### config.mk
export PLATFORM = sky130hd
export DESIGN_NAME = mips_insn_encoder
export DESIGN_NICKNAME = d
export VERILOG_FILES = /design/src/rtl/mips_insn_encoder_pkg.sv /design/src/rtl/mips_insn_encoder_pack.sv /design/src/rtl/mips_insn_encoder.sv
export SDC_FILE = /design/constraint.sdc
export NUM_CORES = 1
export LEC_CHECK = 0
export BUFFER_PORTS_ARGS = -buffer_cell sky130_fd_sc_hd__buf_2
export CORE_MARGIN = 5
export CORE_UTILIZATION = 40
export CTS_CLUSTER_SIZE = 24
export DETAILED_ROUTE_END_ITERATION = 10
export PLACE_DENSITY = 0.68
export RECOVER_POWER = 100
export SKIP_LAST_GASP = 1
export SYNTH_ARGS = -nofsm -noshare
export SYNTH_HDL_FRONTEND = slang
export SYNTH_SLANG_ARGS = --single-unit
### constraint.sdc
create_clock -name clk -period 2.1 [get_ports clk]
set_clock_uncertainty 0.15 [all_clocks]
set_input_delay 0.105 -clock clk [delete_from_list [all_inputs] [get_ports clk]]
set_output_delay 0.105 -clock clk [all_outputs]
set_load 0.03 [all_outputs]
### src/rtl/mips_insn_encoder_pkg.sv
// rtl/mips_insn_encoder_pkg.sv - kind codes, opcode constants, state and field types for the encoder
package mips_insn_encoder_pkg;

   // Request kinds; 3 and 7 are reserved.
   localparam logic [2:0] ENC_R    = 3'd0;
   localparam logic [2:0] ENC_I    = 3'd1;
   localparam logic [2:0] ENC_J    = 3'd2;
   localparam logic [2:0] ENC_LI   = 3'd4;
   localparam logic [2:0] ENC_MOVE = 3'd5;
   localparam logic [2:0] ENC_NOP  = 3'd6;

   localparam logic [5:0] OP_LUI   = 6'h0F;
   localparam logic [5:0] OP_ORI   = 6'h0D;
   localparam logic [5:0] OP_ADDIU = 6'h09;
   localparam logic [5:0] FN_ADDU  = 6'h21;

   typedef enum logic [1:0] {
      ST_IDLE   = 2'd0,
      ST_ONE    = 2'd1,
      ST_FIRST  = 2'd2,
      ST_SECOND = 2'd3
   } enc_state_e;

   typedef struct packed {
      logic [2:0]  kind;
      logic [5:0]  op;
      logic [4:0]  rs;
      logic [4:0]  rt;
      logic [4:0]  rd;
      logic [4:0]  shamt;
      logic [15:0] imm16;
      logic [25:0] target;
   } insn_fields_t;

   // Builds an I-type field set; used for the words LI expands into.
   function automatic insn_fields_t itype(input logic [5:0] op, input logic [4:0] rs,
                                          input logic [4:0] rt, input logic [15:0] imm16);
      insn_fields_t f;
      f       = '0;
      f.kind  = ENC_I;
      f.op    = op;
      f.rs    = rs;
      f.rt    = rt;
      f.imm16 = imm16;
      return f;
   endfunction

endpackage

### src/rtl/mips_insn_encoder_pack.sv
// rtl/mips_insn_encoder_pack.sv - combinational field packer producing one 32-bit MIPS word
module mips_insn_pack
   import mips_insn_encoder_pkg::*;
(
   input  insn_fields_t fields_i,
   output logic [31:0]  word_o
);

   // Lay out the fields according to the instruction format of the kind; NOP and reserved give zero.
   always_comb begin
      word_o = '0;
      case (fields_i.kind)
         ENC_R:    word_o = {6'b0, fields_i.rs, fields_i.rt, fields_i.rd, fields_i.shamt, fields_i.op};
         ENC_I:    word_o = {fields_i.op, fields_i.rs, fields_i.rt, fields_i.imm16};
         ENC_J:    word_o = {fields_i.op, fields_i.target};
         ENC_MOVE: word_o = {6'b0, fields_i.rs, 5'b0, fields_i.rd, 5'b0, FN_ADDU};
         default:  word_o = '0;
      endcase
   end

endmodule

### src/rtl/mips_insn_encoder.sv
// rtl/mips_insn_encoder.sv - field-level request to MIPS instruction word encoder with pseudo-op expansion
module mips_insn_encoder
   import mips_insn_encoder_pkg::*;
#(
   parameter bit ENABLE_PSEUDO = 1'b1,
   parameter bit LI_SHORT      = 1'b1
) (
   input  logic        clk,
   input  logic        rst,
   input  logic        in_valid,
   output logic        in_ready,
   input  logic [2:0]  in_kind,
   input  logic [5:0]  in_op,
   input  logic [4:0]  in_rs,
   input  logic [4:0]  in_rt,
   input  logic [4:0]  in_rd,
   input  logic [4:0]  in_shamt,
   input  logic [31:0] in_imm,
   input  logic [25:0] in_target,
   output logic        out_valid,
   input  logic        out_ready,
   output logic [31:0] out_opcode,
   output logic        out_last,
   output logic        err_illegal
);

   enc_state_e   state_q, state_d;
   logic [31:0]  word_q, word_d;
   logic [31:0]  pend_q, pend_d;
   logic         last_q, last_d;
   logic         err_q, err_d;

   insn_fields_t first_f, second_f;
   logic [31:0]  first_w, second_w;
   logic         is_pseudo, illegal, li_two, accept;

   // Decode the request into the first word's fields and the trailing ORI used by long LI.
   always_comb begin
      is_pseudo = (in_kind == ENC_LI) || (in_kind == ENC_MOVE) || (in_kind == ENC_NOP);
      illegal   = (in_kind == 3'd3) || (in_kind == 3'd7) || (is_pseudo && !ENABLE_PSEUDO);
      first_f        = '0;
      first_f.kind   = in_kind;
      first_f.op     = in_op;
      first_f.rs     = in_rs;
      first_f.rt     = in_rt;
      first_f.rd     = in_rd;
      first_f.shamt  = in_shamt;
      first_f.imm16  = in_imm[15:0];
      first_f.target = in_target;
      li_two = 1'b0;
      if (in_kind == ENC_LI) begin
         if (LI_SHORT && (in_imm[31:16] == 16'h0)) begin
            first_f = itype(OP_ORI, 5'd0, in_rt, in_imm[15:0]);
         end else if (LI_SHORT && (&in_imm[31:15])) begin
            first_f = itype(OP_ADDIU, 5'd0, in_rt, in_imm[15:0]);
         end else begin
            first_f = itype(OP_LUI, 5'd0, in_rt, in_imm[31:16]);
            li_two  = !LI_SHORT || (in_imm[15:0] != 16'h0);
         end
      end
      second_f = itype(OP_ORI, in_rt, in_rt, in_imm[15:0]);
   end

   mips_insn_pack u_pack_first  (.fields_i(first_f),  .word_o(first_w));
   mips_insn_pack u_pack_second (.fields_i(second_f), .word_o(second_w));

   assign in_ready    = (state_q == ST_IDLE) ||
                        (((state_q == ST_ONE) || (state_q == ST_SECOND)) && out_ready);
   assign accept      = in_valid && in_ready;
   assign out_valid   = (state_q != ST_IDLE);
   assign out_opcode  = word_q;
   assign out_last    = last_q;
   assign err_illegal = err_q;

   // Next state: drain the held word, advance LUI->ORI, and load a new legal request over a drained slot.
   always_comb begin
      state_d = state_q;
      word_d  = word_q;
      pend_d  = pend_q;
      last_d  = last_q;
      err_d   = accept && illegal;
      if (out_valid && out_ready) begin
         if (state_q == ST_FIRST) begin
            state_d = ST_SECOND;
            word_d  = pend_q;
            last_d  = 1'b1;
         end else begin
            state_d = ST_IDLE;
         end
      end
      if (accept && !illegal) begin
         state_d = li_two ? ST_FIRST : ST_ONE;
         word_d  = first_w;
         last_d  = !li_two;
         pend_d  = second_w;
      end
   end

   // Output register, pending ORI and FSM state; reset drops any pending second word.
   always_ff @(posedge clk) begin
      if (rst) begin
         state_q <= ST_IDLE;
         word_q  <= '0;
         pend_q  <= '0;
         last_q  <= 1'b0;
         err_q   <= 1'b0;
      end else begin
         state_q <= state_d;
         word_q  <= word_d;
         pend_q  <= pend_d;
         last_q  <= last_d;
         err_q   <= err_d;
      end
   end

endmodule
==> results.sh <==
export IMPL_outcome="finished, final reports clean"
export IMPL_core_region_area_um2=7730
export IMPL_post_synth_top_area_fraction_pct=36.4
export IMPL_post_route_util_pct=59.1
export IMPL_yosysWarnings=0
export IMPL_hpwlAfterDp_mm=8.57
export IMPL_dr_pass1_iters=5
export IMPL_synth_async_sr_flop_share_pct=0
export IMPL_syn_to_layout_area_delta_pct=43.2
export IMPL_timing_final_setup_violations=0
export IMPL_power_density_nw_per_um2=715
export IMPL_drc=0
export IMPL_gp_congestion=0.967
export IMPL_sequential_to_total_area_share_from_yosys_stat_pct=36.4
export IMPL_synth_seq_cells=58
export IMPL_post_synth_cell_area_avg_um2=8.41
export IMPL_place_port_buffers=126
export IMPL_grt_total_usage_pct=23.7
export IMPL_drt_vias_per_instance=5.81
export IMPL_timing_max_transition_violations_final=0
export IMPL_max_slew_worst_pin_slew_ns=0.572
export IMPL_area_sequential_um2=1160
export IMPL_max_freq_mhz=490
export IMPL_tritoncts="yes"
export IMPL_drive_gt1_share_pct=26.5
export IMPL_clk_transition_reported_paths_ns=0.07
export IMPL_worstSetupEndpointType="flop"
export IMPL_worst_setup_path_startpoint="in_imm[25]"
export IMPL_avgRoutedWirePerCell_um=18.2
export IMPL_fillerInstances=733
export IMPL_worstSkewPairLatency_ns=0.34
export IMPL_grt_ovfl_total=0
export IMPL_first_pass_grt_wire_length_mm=18.7
export IMPL_finalNetCount=645
export IMPL_required_ns=2.16
export IMPL_floorplan_die_area_um2=9860
export IMPL_final_critical_delay_including_setup_and_external_delays_ns=2.04
export IMPL_multi_input_combinational_cell_area_um2=1820
export IMPL_final_antenna_net_count=0
export IMPL_cts_made_buffers=9
export IMPL_antenna_violations_before_repair=0
export IMPL_dp_cells=605
export IMPL_cellLeakagePower_uw=0.00191
export IMPL_drt_iter0_markers=192
export IMPL_synthesis_instances=379
export IMPL_routed_wirelength_mm=12.0
export IMPL_max_vdd_ir_drop_uv=533
export IMPL_standard_cell_row_count=32
export IMPL_layout_cells_non_filler=661
export IMPL_yosys_cell_count_top_type="sky130_fd_sc_hd__nand2_1"
export IMPL_slew_headroom_pct=61.8
export IMPL_hold_fails_final_rpt=0
export IMPL_post_synth_top_area_cell="sky130_fd_sc_hd__dfxtp_1"
export IMPL_die_span_y_um=99.3
export IMPL_start_util_pct=41.3
export IMPL_root_buffer="sky130_fd_sc_hd__clkbuf_8"
export IMPL_final_period_utilization_pct=97.1
export IMPL_synthFlopType="sky130_fd_sc_hd__dfxtp_1"
export IMPL_synth_edff_count=0
export IMPL_crit_path_start_kind="input pin"
export IMPL_critical_path_reg2reg_startpoint="state_q[1]"
export IMPL_synth_top_cells_by_area="sky130_fd_sc_hd__dfxtp_1 36%, sky130_fd_sc_hd__nand2_1 7.5%, sky130_fd_sc_hd__mux2i_1 5.3%"
export IMPL_rsz0062_at_grt="yes"
export IMPL_clk_path_buf_depth=2
export IMPL_ios=127
export IMPL_critical_path_max_fanout=4
export IMPL_count_of_cell_types_in_the_netlist=47
export IMPL_clock_tree_htree_level_count=3
export IMPL_cap_violations=0
export IMPL_synthTopCellsByCount="64 x sky130_fd_sc_hd__nand2_1, 58 x sky130_fd_sc_hd__dfxtp_1, 28 x sky130_fd_sc_hd__a21oi_1"
export IMPL_grt_pass1_vias=3820
export IMPL_antennaDiodeCount=0
export IMPL_cts_num_sinks=58
export IMPL_grt_start_max_net_pins=45
export IMPL_hold_class="input pin to flop"
export IMPL_finalPower_uw=3260
export IMPL_vias=3842
export IMPL_cell_area_after_synthesis_um2=3190
export IMPL_timing_hold_worst_start="in_op[3]"
export IMPL_crit_type="input pin to flop"
export IMPL_die_width_um=99.3
export IMPL_cp_data_arrival_time_ns=2.10
export IMPL_syn_nets=470
## stage by stage
stage | setup TNS, ns | hold slack (ns) | worst slack (ns) | cell area, µm²
finish | 0 | 0.0252 | 0.0605 | 4570
global route | -0.00983 | 0.0340 | -0.00664 | 4570
CTS | 0 | 0.00609 | 0.0240 | 4600
detailed placement | 0 | 0.219 | 0.124 | 3990
global placement | 0 | 0.217 | 0.181 | 3990
floorplan | 0 | 0.0955 | 0.401 | 3190
## layout by cell type, fill, tap and decap left out, types with 4 or more instances in the layout
master | Yosys | final
sky130_fd_sc_hd__a311oi_1 | 12 | 12
sky130_fd_sc_hd__o211ai_1 | 13 | 13
sky130_fd_sc_hd__a32oi_1 | 4 | 4
sky130_fd_sc_hd__buf_4 | 2 | 22
sky130_fd_sc_hd__clkbuf_8 | 0 | 10
sky130_fd_sc_hd__nor4_1 | 9 | 9
sky130_fd_sc_hd__o211a_1 | 14 | 14
sky130_fd_sc_hd__nor2_1 | 13 | 13
sky130_fd_sc_hd__dlygate4sd3_1 | 0 | 39
sky130_fd_sc_hd__o22ai_1 | 4 | 4
sky130_fd_sc_hd__buf_2 | 12 | 90
sky130_fd_sc_hd__nand2_1 | 64 | 64
sky130_fd_sc_hd__inv_1 | 15 | 15
sky130_fd_sc_hd__o21ai_0 | 19 | 18
sky130_fd_sc_hd__nand3_1 | 13 | 13
sky130_fd_sc_hd__dfxtp_1 | 58 | 58
sky130_fd_sc_hd__a21oi_1 | 28 | 28
sky130_fd_sc_hd__a221oi_1 | 9 | 9
sky130_fd_sc_hd__a22oi_1 | 13 | 13
sky130_fd_sc_hd__mux2i_1 | 17 | 17
sky130_fd_sc_hd__mux2_2 | 9 | 9
sky130_fd_sc_hd__clkbuf_1 | 10 | 39
## final cells by class
cell class              count  share of cell area, %
clock inverters             5                   1.70
inverters                  16                   1.32
clock buffers              11                   3.10
well taps                 102                   2.79
flip-flops and latches     58                   25.4
repair buffers            192                   25.8
multi-input cells         277                   39.9
## worst paths after layout
path                          to  slack, ns  cells past startpoint
setup / recovery      state_q[0]       0.06                      9
hold / removal    out_opcode[29]       0.03                      3
setup reg to reg  out_opcode[10]       0.15                      5
hold reg to reg        pend_q[5]       0.31                      2
## critical path, stage by stage
cell and delay (ns):
sky130_fd_sc_hd__dlygate4sd3_1 0.52, sky130_fd_sc_hd__buf_2 0.14, sky130_fd_sc_hd__nand4_1 0.16, sky130_fd_sc_hd__nor4_4 0.06, sky130_fd_sc_hd__clkbuf_1 0.13, sky130_fd_sc_hd__a2111oi_1 0.56
sky130_fd_sc_hd__clkbuf_1 0.21, sky130_fd_sc_hd__o22a_1 0.15, sky130_fd_sc_hd__nor2_1 0.04
## cell families (layout without fill, tap and decap cells)
kind of cell / count (synthesis) / count (layout) / share of synthesized area (%)
xor gates and xnor gates: 2 / 2 / 0.550
DFF: 58 / 58 / 36.4
buffers and inverters: 44 / 224 / 6.71
and+or+nand+nor: 114 / 114 / 16.8
muxes: 26 / 26 / 8.52
AOI/OAI and AO/OA: 135 / 135 / 31.0
## per-layer routing
metal / share of wire [%] / GRT usage, % / up-vias
met1: 40 / 28.8 / 1789
met5: 0 / 0 / -
li1: - / - / 1782
met3: 9.4 / 6.31 / 43
met4: 3.1 / 9.35 / 0
met2: 48 / 39.7 / 228
## flip-flops by register name, summed over array words and instances (netlist names)
name         count
state_q          2
err_illegal      1
out_last         1
out_opcode      32
pend_q          22
## power by group
part           switching (µW)  internal (µW)  total, µW
Sequential               49.3           1190       1240
Clock                     454            697       1150
Combinational             528            349        877
Total                    1030           2230       3260
## timing repair
item | 4_1_cts | 5_1_grt
endpoints found under the hold margin | 39 | 0
setup buffers | 0 | 1
hold buffers | 39 | 0
resized for setup | 0 | 3
endpoints found under the setup margin | 0 | 16
(Power assumes the default switching activity.)
